## src/rtl/jk_bank_pkg.sv

```systemverilog
// Shared definitions for the JK register bank: the run-time mode encoding.
package jk_bank_pkg;

  typedef enum logic [1:0] {
    MODE_JK      = 2'b00,
    MODE_COUNT   = 2'b01,
    MODE_SHIFT   = 2'b10,
    MODE_JOHNSON = 2'b11
  } mode_e;

  // Width of the mode field on the bank's pins.
  localparam int unsigned MODE_W = 2;

endpackage

```

## src/rtl/jk_cell.sv

```systemverilog
// Combinational next-state for a single JK flip-flop cell.
module jk_cell (
  input  logic q,
  input  logic j,
  input  logic k,
  output logic q_next
);

  // Classic JK table: hold, clear, set, toggle.
  always_comb begin
    q_next = q;
    case ({j, k})
      2'b00:   q_next = q;
      2'b01:   q_next = 1'b0;
      2'b10:   q_next = 1'b1;
      2'b11:   q_next = ~q;
      default: q_next = q;
    endcase
  end

endmodule

```

## src/rtl/jk_reg_bank.sv

```systemverilog
// WIDTH-bit register bank of JK cells with JK, up/down counter, shift and
// Johnson modes, synchronous parallel load and a registered terminal-count
// pulse. All state changes on the falling edge of clk.
module jk_reg_bank
  import jk_bank_pkg::*;
#(
  parameter int unsigned    WIDTH   = 4,
  parameter logic [WIDTH-1:0] RST_VAL = '0
) (
  input  logic             clk,
  input  logic             rst,
  input  logic             en,
  input  logic [1:0]       mode,
  input  logic             load,
  input  logic [WIDTH-1:0] d,
  input  logic [WIDTH-1:0] j,
  input  logic [WIDTH-1:0] k,
  input  logic             up,
  input  logic             ser_in,
  output logic [WIDTH-1:0] q,
  output logic [WIDTH-1:0] q_n,
  output logic             tc
);

  mode_e            mode_s;
  logic [WIDTH-1:0] toggle;
  logic [WIDTH-1:0] cell_j;
  logic [WIDTH-1:0] cell_k;
  logic [WIDTH-1:0] cell_q;
  logic [WIDTH-1:0] q_next;
  logic             wrap;
  logic             tc_next;

  assign mode_s = mode_e'(mode);
  assign q_n    = ~q;

  // Counter toggle chain: bit i toggles when every lower bit is 1 (up)
  // or 0 (down); bit 0 always toggles.
  always_comb begin
    toggle    = '0;
    toggle[0] = 1'b1;
    for (int i = 1; i < WIDTH; i++) begin
      toggle[i] = toggle[i-1] & (up ? q[i-1] : ~q[i-1]);
    end
  end

  // Cells take J/K from the pins in JK mode and the toggle chain in COUNT
  // mode; in the other modes their output is not selected.
  always_comb begin
    cell_j = j;
    cell_k = k;
    if (mode_s == MODE_COUNT) begin
      cell_j = toggle;
      cell_k = toggle;
    end
  end

  for (genvar g = 0; g < WIDTH; g++) begin : g_cell
    jk_cell u_cell (
      .q      (q[g]),
      .j      (cell_j[g]),
      .k      (cell_k[g]),
      .q_next (cell_q[g])
    );
  end

  // Wrap happens when the whole chain toggles: all-ones going up or
  // all-zeros going down.
  assign wrap = up ? (&q) : ~(|q);

  // Shared next-state mux: load beats hold, hold beats the mode function.
  always_comb begin
    q_next  = q;
    tc_next = 1'b0;
    if (load) begin
      q_next = d;
    end else if (!en) begin
      q_next = q;
    end else begin
      case (mode_s)
        MODE_JK:      q_next = cell_q;
        MODE_COUNT: begin
          q_next  = cell_q;
          tc_next = wrap;
        end
        MODE_SHIFT:   q_next = {q[WIDTH-2:0], ser_in};
        MODE_JOHNSON: q_next = {q[WIDTH-2:0], ~q[WIDTH-1]};
        default:      q_next = q;
      endcase
    end
  end

  // State register on the falling edge with asynchronous reset.
  always_ff @(negedge clk or posedge rst) begin
    if (rst) begin
      q  <= RST_VAL;
      tc <= 1'b0;
    end else begin
      q  <= q_next;
      tc <= tc_next;
    end
  end

endmodule

```

## config.mk

```make
export PLATFORM = sky130hd
export DESIGN_NAME = jk_reg_bank
export DESIGN_NICKNAME = d
export VERILOG_FILES = /design/src/rtl/jk_bank_pkg.sv /design/src/rtl/jk_cell.sv /design/src/rtl/jk_reg_bank.sv
export SDC_FILE = /design/constraint.sdc
export NUM_CORES = 1
export LEC_CHECK = 0
export CAP_MARGIN = 10
export CORE_MARGIN = 8
export CORE_UTILIZATION = 37
export DETAILED_ROUTE_END_ITERATION = 12
export PLACE_DENSITY = 0.78
export SETUP_SLACK_MARGIN = 0.05
export SLEW_MARGIN = 30
export SYNTH_ARGS = -nofsm -noshare
export SYNTH_HDL_FRONTEND = slang
export SYNTH_SLANG_ARGS = --single-unit
```

## constraint.sdc

```tcl
create_clock -name clk -period 2.29 [get_ports clk]
set_input_delay 0.3435 -clock clk [delete_from_list [all_inputs] [get_ports clk]]
set_output_delay 0.3435 -clock clk [all_outputs]
set_load 0.05 [all_outputs]
```

==> summary.txt, run 1 <==
Floorplanning
  – Starting density of the core: 0.3990
  – Die Area: 2858 sq um
  – Io pins: 29
  – Horizontal die dimension: 53.46 um
  – Core Region: 1301 sq um
  – Chip height: 53.46 um
  – Number of rows in the core area: 13

STA
  – Number of failing hold endpoints at the final stage: 0
  – Transition time at the pin with the least slew margin: 0.3099 ns
  – Unrepaired setup endpoints after global routing: true
  – Clk_skew: 0.002587 ns
  – Final setup slack of the worst path: -0.2295 ns
  – Fin. max-slew vios: 0
  – Max-slew headroom at the worst pin: 0.7926
  – Total of endpoints with negative setup slack in the final report: 13

Power and ir drop
  – Part of the power in registers: 0.200
  – Int Pwr: 332.3 uW
  – Worst supply voltage drop on vdd: 0.4993 mV
  – Leakage component of the power: 0.5269 nW
  – Switching power total: 231.6 uW
  – Part of the total power dissipated in combinational logic: 0.611
  – Power density over cell area: 499.6 nW/um^2
  – Relative contribution of the clock network to total power: 0.190
  – Switching Fraction: 0.4107

Synthesis
  – Xor-xnor portion of the synthesized cell area: 0.01687
  – Main combinational cell family by area after synthesis: compound AO/OA/AOI/OAI gates
  – Gate count after technology mapping: 69
  – Area share of fa/ha/maj cells after synthesis: 0
  – Post-synth net total: 89
  – Syn_area_per_cell: 7.525 sq um
  – Number of synthesis warnings: 0
  – Largest cells by area after synthesis: dfrtn_1, o21ai_0, buf_4, o41ai_1, a21oi_1
  – Flip-flop and latch count after synthesis: 5
  – Synthesized-area fraction occupied by and/or/nand/nor cells: 0.1735
  – Proportion of synthesized chip area in sequential cells: 0.2410
  – Multiplexer share of the synthesized area: 0.06024
  – Netlist area before placement: 519.2 sq um
  – Count of unique library cells instantiated by Yosys: 27
  – Fraction of the mapped netlist area in compound gates: 0.3494
  – Top cell type by total area after synthesis: dfrtn_1
  – Yosys top cell area share: 0.2410

Cells and area
  – Total inserted antenna cells: 0
  – Final Instance Area: 1129 sq um
  – Leading cell type in the layout, fill and taps excluded: buf_4
  – Net count of the finished layout: 133
  – Fraction of final layout cells sized beyond drive strength 1: 0.4732
  – Filler cell count in the final layout: 69
  – Top library cells by usage in the layout, fill and taps aside: buf_4, dlygate4sd2_1, buf_12
  – Layout area overhead: 117.3%

Placed design
  – Sum of net half-perimeters after detailed placement: 1457 um
  – Post-detailed-placement cell area: 963.4 sq um
  – Number of I/O port buffers: 28
  – Worst slack after detailed placement: -0.8163 ns
  – RD Place Congestion: 0.8494

Clocking
  – Clock-pin slew on the worst setup and hold paths: 0.04 ns
  – Maximum count of clock buffers along a single path: 2
  – Clock Sinks: 5
  – CTS tree: built
  – Number of levels the H-tree was split into: 1
  – Clk_lat worst skew: 0.26 ns
  – Quantity of hold-fixing buffers added after cts: 0
  – Total CTS buffers: 3
  – Root cell of the clock tree: clkbuf_4

Worst setup path
  – Maximum fanout encountered on the critical timing path: 3
  – Kind of start point of the critical path: register
  – Worst reg2reg setup slack: 0.38 ns
  – Arrival time of the worst setup path: 2.18 ns
  – Crit. End Element: output port
  – Startpoint-to-endpoint class of the critical path: reg2out
  – Required time of the worst setup path: 1.95 ns

Routing
  – Total length of routed wires: 2494 um
  – Post-DR wirelength/cell: 19.64 um
  – Total via count in the routed design: 755
  – Violation count after the first detailed-routing iteration: 21
  – First drt pass iteration count: 4
  – Post-DRT Antenna Nets: 0
  – Average vias per placed instance: 5.945
  – Number of design rule violations left after detail routing: 0

Global route
  – Global-route usage over all layers: 0.1628
  – Remaining Overflow, GRT: 0
  – Largest net degree at the start of global routing: 9
  – Wire length of the first global-routing pass: 3525 um
  – Initial antenna violation count: 0
  – Number of global-route vias before repair: 799

Min path
  – Worst hold path class: reg2reg

Outcome
  – Violated checks: setup timing
  – Outcome: finished, violations left

Run
  – Max-capacitance violation count: 0
## worst max-delay path: stages, from the launching register on
cell and delay [ns]:
dfrtn_1 0.48, clkinvlp_4 0.13, buf_6 0.16
## state kept, by name (all words and copies together), names as in the netlist
register	flops
q	4
tc	1
## synthesized netlist by cell type, drive strengths merged
cell type  number
inv             6
o211a           1
o21ai          11
or4             1
a32oi           1
mux2            1
nand2           6
o2111a          1
a31oi           1
xor2            1
clkbuf          1
o31ai           1
or3             1
mux2i           2
a21oi           5
nand3           3
nor2            6
o41ai           3
o211ai          1
dfrtn           5
o32ai           1
buf             8
nor2b           1
nand4           1
## metal layers
layer	vias to the layer above	track usage	routed length [um]
li1	336	-	-
met1	356	0.1535	864
met2	43	0.2969	1331
met3	20	0.06443	188
met4	0	0.07983	110
met5	-	0	0
## power by group through the flow
stage               sequential (mW)  clock (mW)  combinational, mW
detailed placement            0.113           0              0.290
floorplan                     0.110           0              0.156
global route                  0.114       0.108              0.358
CTS                           0.113       0.104              0.320
finish                        0.113       0.107              0.344
global placement              0.112           0              0.284
## per-stage QoR
stage	power, mW	instances	hold WS (ns)	utilization	TNS (ns)
finish	0.5638	127	0.7325	0.8673	-1.850
global route	0.5800	127	0.7465	0.8673	-2.129
CTS	0.5370	125	0.7220	0.8413	-1.769
detailed placement	0.4024	116	0.6081	0.7404	-3.435
global placement	0.3961	116	0.6021	0.7404	-3.241
floorplan	0.2661	69	0.5437	-	-0.6295
## cell type report
| type | instances | area [sq um] | share of cell area |
|---|---|---|---|
| sequential | 5 | 125.1 | 0.1109 |
| tap | 15 | 18.77 | 0.01663 |
| timing repair buffer | 48 | 515.5 | 0.4568 |
| clock buffer | 4 | 26.28 | 0.02328 |
| multi-input combinational | 49 | 416.7 | 0.3692 |
| inverter | 6 | 26.28 | 0.02328 |
## cell families (layout without fill, tap and decap cells)
family	count (synthesis)	in the layout
XOR/XNOR	1	1
buffers and inverters	15	58
flip-flops	5	5
AND/OR/NAND/NOR	19	19
multiplexers	3	3
AO/OA/AOI/OAI	26	26
## final timing paths
kind | depth (start not counted) | start | to
setup / recovery | 2 | q[0]$_DFFE_NP0P_ | q_n[0]
hold / removal | 2 | q[2]$_DFFE_NP0P_ | q[2]$_DFFE_NP0P_
setup reg to reg | 7 | q[0]$_DFFE_NP0P_ | q[3]$_DFFE_NP0P_
hold reg to reg | 2 | q[2]$_DFFE_NP0P_ | q[2]$_DFFE_NP0P_
max in group asynchronous | 2 | rst | q[0]$_DFFE_NP0P_
min in group asynchronous | 2 | rst | q[3]$_DFFE_NP0P_
## repair_timing
action                                  in CTS  in global routing
cloned                                       1                  0
buffers inserted                             4                  2
pin swaps                                   14                  9
endpoints found under the setup margin      14                 13
gates resized for setup                     48                  6
Note: power is estimated with default switching activity, not from simulation.
==> inputs of run 2 (changes only) <==
--- a/config.mk
+++ b/config.mk
@@ -11,6 +11,7 @@
 export DETAILED_ROUTE_END_ITERATION = 12
 export PLACE_DENSITY = 0.78
 export SETUP_SLACK_MARGIN = 0.05
+export SKIP_LAST_GASP = 1
 export SLEW_MARGIN = 30
 export SYNTH_ARGS = -nofsm -noshare
 export SYNTH_HDL_FRONTEND = slang
==> run 2 against run 1 <==
Net effect: the flow still finishes with violations (setup timing); non-clock buffer count is the same; hold slack worse by 0.011 ns; utilization decreased by 0.29 points; clock skew shrank 0.0011 ns; critical endpoint unchanged.
==> summary.txt, run 2 (synthesis results as in run 1) <==
STA
  – Max-slew headroom at the worst pin: 0.7756 (-0.01697)
  – Clk_skew: 0.001494 ns (-0.001093 ns)
  – Transition time at the pin with the least slew margin: 0.3353 ns (+0.02536 ns)
  – Final setup slack of the worst path: -0.2280 ns (+0.001433 ns)
  – TNS Setup: -1.748 ns (+0.1025 ns)
  – Total of endpoints with negative setup slack in the final report: 13 (unchanged)
  – Unrepaired setup endpoints after global routing: true
  – Number of failing hold endpoints at the final stage: 0 (unchanged)
  – Fin. max-slew vios: 0 (unchanged)

Routing
  – Post-DRT Antenna Nets: 0 (unchanged)
  – First drt pass iteration count: 4 (unchanged)
  – Total via count in the routed design: 724 (-4.1%)
  – Total length of routed wires: 2263 um (-9.3%)
  – Average vias per placed instance: 5.701 (-4.1%)
  – Number of design rule violations left after detail routing: 0 (unchanged)
  – Violation count after the first detailed-routing iteration: 25 (+19%)
  – Post-DR wirelength/cell: 17.82 um (-9.3%)

Power and ir drop
  – Power density over cell area: 491.6 nW/um^2 (-1.6%)
  – Leakage component of the power: 0.5255 nW (-0.26%)
  – Post-layout total power: 552.9 uW (-1.9%)
  – Worst supply voltage drop on vdd: 0.4854 mV (-2.8%)

Floorplanning
  – Io pins: 29 (unchanged)
  – Number of rows in the core area: 13 (unchanged)
  – Starting density of the core: 0.3990 (unchanged)
  – Core Region: 1301 sq um (unchanged)
  – Horizontal die dimension: 53.46 um (unchanged)
  – Die Area: 2858 sq um (unchanged)
  – Chip height: 53.46 um (unchanged)

Cells and area
  – Top library cells by usage in the layout, fill and taps aside: buf_4, dlygate4sd2_1, buf_12
  – Final Instance Area: 1125 sq um (-0.33%)
  – Total inserted antenna cells: 0 (unchanged)
  – Non-filler cells in the finished layout: 127 (unchanged)
  – Flip-flop count of the largest register, all copies and words added: 4 (unchanged)
  – Layout area overhead: 116.6%
  – Post-route core utilization: 0.8644 (-0.002885)
  – Net count of the finished layout: 133 (unchanged)
  – Biggest register: q
  – Biggest registers after layout: q: 4 flops, tc: 1 flops
  – Leading cell type in the layout, fill and taps excluded: buf_4
  – Fraction of final layout cells sized beyond drive strength 1: 0.4732 (unchanged)

Worst setup path
  – Startpoint-to-endpoint class of the critical path: reg2out
  – Endpoint of the most critical setup path: q_n[0]
  – Maximum fanout encountered on the critical timing path: 3 (unchanged)
  – Crit. End Element: output port
  – Required time of the worst setup path: 1.95 ns (about the same)
  – Worst setup path startpoint: q[0]$_DFFE_NP0P_
  – Crit-path max cell delay: 0.48 ns (about the same)
  – Buffering stage count on the worst path with inverters included: 2 (unchanged)
  – Sequence of cells on the critical path: clkinvlp_4, buf_6
  – Worst reg2reg setup slack: 0.44 ns (+0.06 ns)
  – Dominant delay contributor by cell family on the critical path: flip-flops
  – Path length in cells of the critical path: 2 (unchanged)
  – Length in cells of the worst reg-to-reg path: 7 (unchanged)
  – Arrival time of the worst setup path: 2.17 ns (about the same)
  – Kind of start point of the critical path: register
  – RR Endpoint: q[2]$_DFFE_NP0P_
  – Max stage delay cell, worst path: dfrtn_1
  – Reg2reg start: q[0]$_DFFE_NP0P_

Clocking
  – CTS tree: built
  – Number of levels the H-tree was split into: 1 (unchanged)
  – Clock-pin slew on the worst setup and hold paths: 0.04 ns (about the same)
  – Total CTS buffers: 3 (unchanged)
  – Root cell of the clock tree: clkbuf_4
  – Quantity of hold-fixing buffers added after cts: 0 (unchanged)
  – Clock Sinks: 5 (unchanged)
  – Maximum count of clock buffers along a single path: 2 (unchanged)
  – Clk_lat worst skew: 0.25 ns (about the same)

Placed design
  – Sum of net half-perimeters after detailed placement: 1457 um (unchanged)
  – Number of I/O port buffers: 28 (unchanged)
  – Post-detailed-placement cell area: 963.4 sq um (unchanged)
  – RD Place Congestion: 0.8494 (unchanged)
  – Placed cell count: 116 (unchanged)

Min path
  – Worst hold path class: reg2reg

Global route
  – Global-route usage over all layers: 0.1628 (unchanged)
  – Number of global-route vias before repair: 799 (unchanged)
  – Wire length of the first global-routing pass: 3525 um (unchanged)
  – Remaining Overflow, GRT: 0 (unchanged)
  – Initial antenna violation count: 0 (unchanged)
  – Largest net degree at the start of global routing: 9 (unchanged)

Run
  – Max-capacitance violation count: 0 (unchanged)

Outcome
  – Violated checks: setup timing
  – Outcome: finished, violations left
==> run 2: cell types whose count changed in the layout (fill, tap and decap cells not counted) <==
| cell | change |
|---|---|
| buf_8 | -1 |
| buf_6 | +1 |
==> run 2: final cells by class <==
class / instances / area, sq um
clock buffer: 4 / 26.28
fill: 77 / 176.4
timing repair buffer: 48 / 511.7
inverter: 6 / 26.28
sequential: 5 / 125.1
tap: 15 / 18.77
multi-input combinational: 49 / 416.7
==> run 2: stage by stage <==
stage          hold WS [ns]  setup WS [ns]
2_1_floorplan        0.5437        -0.2758
3_3_place_gp         0.6021        -0.7642
3_5_place_dp         0.6081        -0.8163
4_1_cts              0.7220        -0.2101
5_1_grt              0.7427        -0.2562
6_report             0.7219        -0.2280
==> run 2: per-layer routing <==
metal / track usage / vias to the layer above / routed length [um]
li1: - / 335 / -
met1: 0.1535 / 343 / 789
met2: 0.2969 / 37 / 1223
met3: 0.06443 / 9 / 170
met4: 0.07983 / 0 / 79
met5: 0 / - / 0
==> run 2: worst min-delay path, cell delays in order (launching register included) <==
cell	delay, ns
dfrtn_1	0.49
buf_4	0.17
mux2_4	0.14
==> run 2: what timing repair did <==
action                     in CTS  in global routing
pin swaps                      14                  9
setup endpoints to repair      14                 13
buffers inserted                4                  2
gates cloned                    1                  0
gates resized for setup        48                  5
==> run 2: how the worst min path moves through the flow <==
| stage | from | endpoint | slack [ns] | depth (start not counted) |
|---|---|---|---|---|
| floorplan | q[3]$_DFFE_NP0P_ | tc$_DFF_NP0_ | 0.54 | 2 |
| global placement | q[3]$_DFFE_NP0P_ | tc$_DFF_NP0_ | 0.60 | 2 |
| detailed placement | q[3]$_DFFE_NP0P_ | tc$_DFF_NP0_ | 0.61 | 2 |
| CTS | q[2]$_DFFE_NP0P_ | q[2]$_DFFE_NP0P_ | 0.72 | 2 |
| global route | q[2]$_DFFE_NP0P_ | q[2]$_DFFE_NP0P_ | 0.74 | 2 |
| finish | q[2]$_DFFE_NP0P_ | q[2]$_DFFE_NP0P_ | 0.72 | 2 |
==> run 2: power breakdown <==
part / total [mW] / leakage, nW / internal (mW) / switching [mW]
Sequential: 0.113 / 0.0621 / 0.0987 / 0.0139
Clock: 0.104 / 0.0150 / 0.0660 / 0.0376
Combinational: 0.337 / 0.448 / 0.166 / 0.170
Total: 0.553 / 0.525 / 0.331 / 0.222
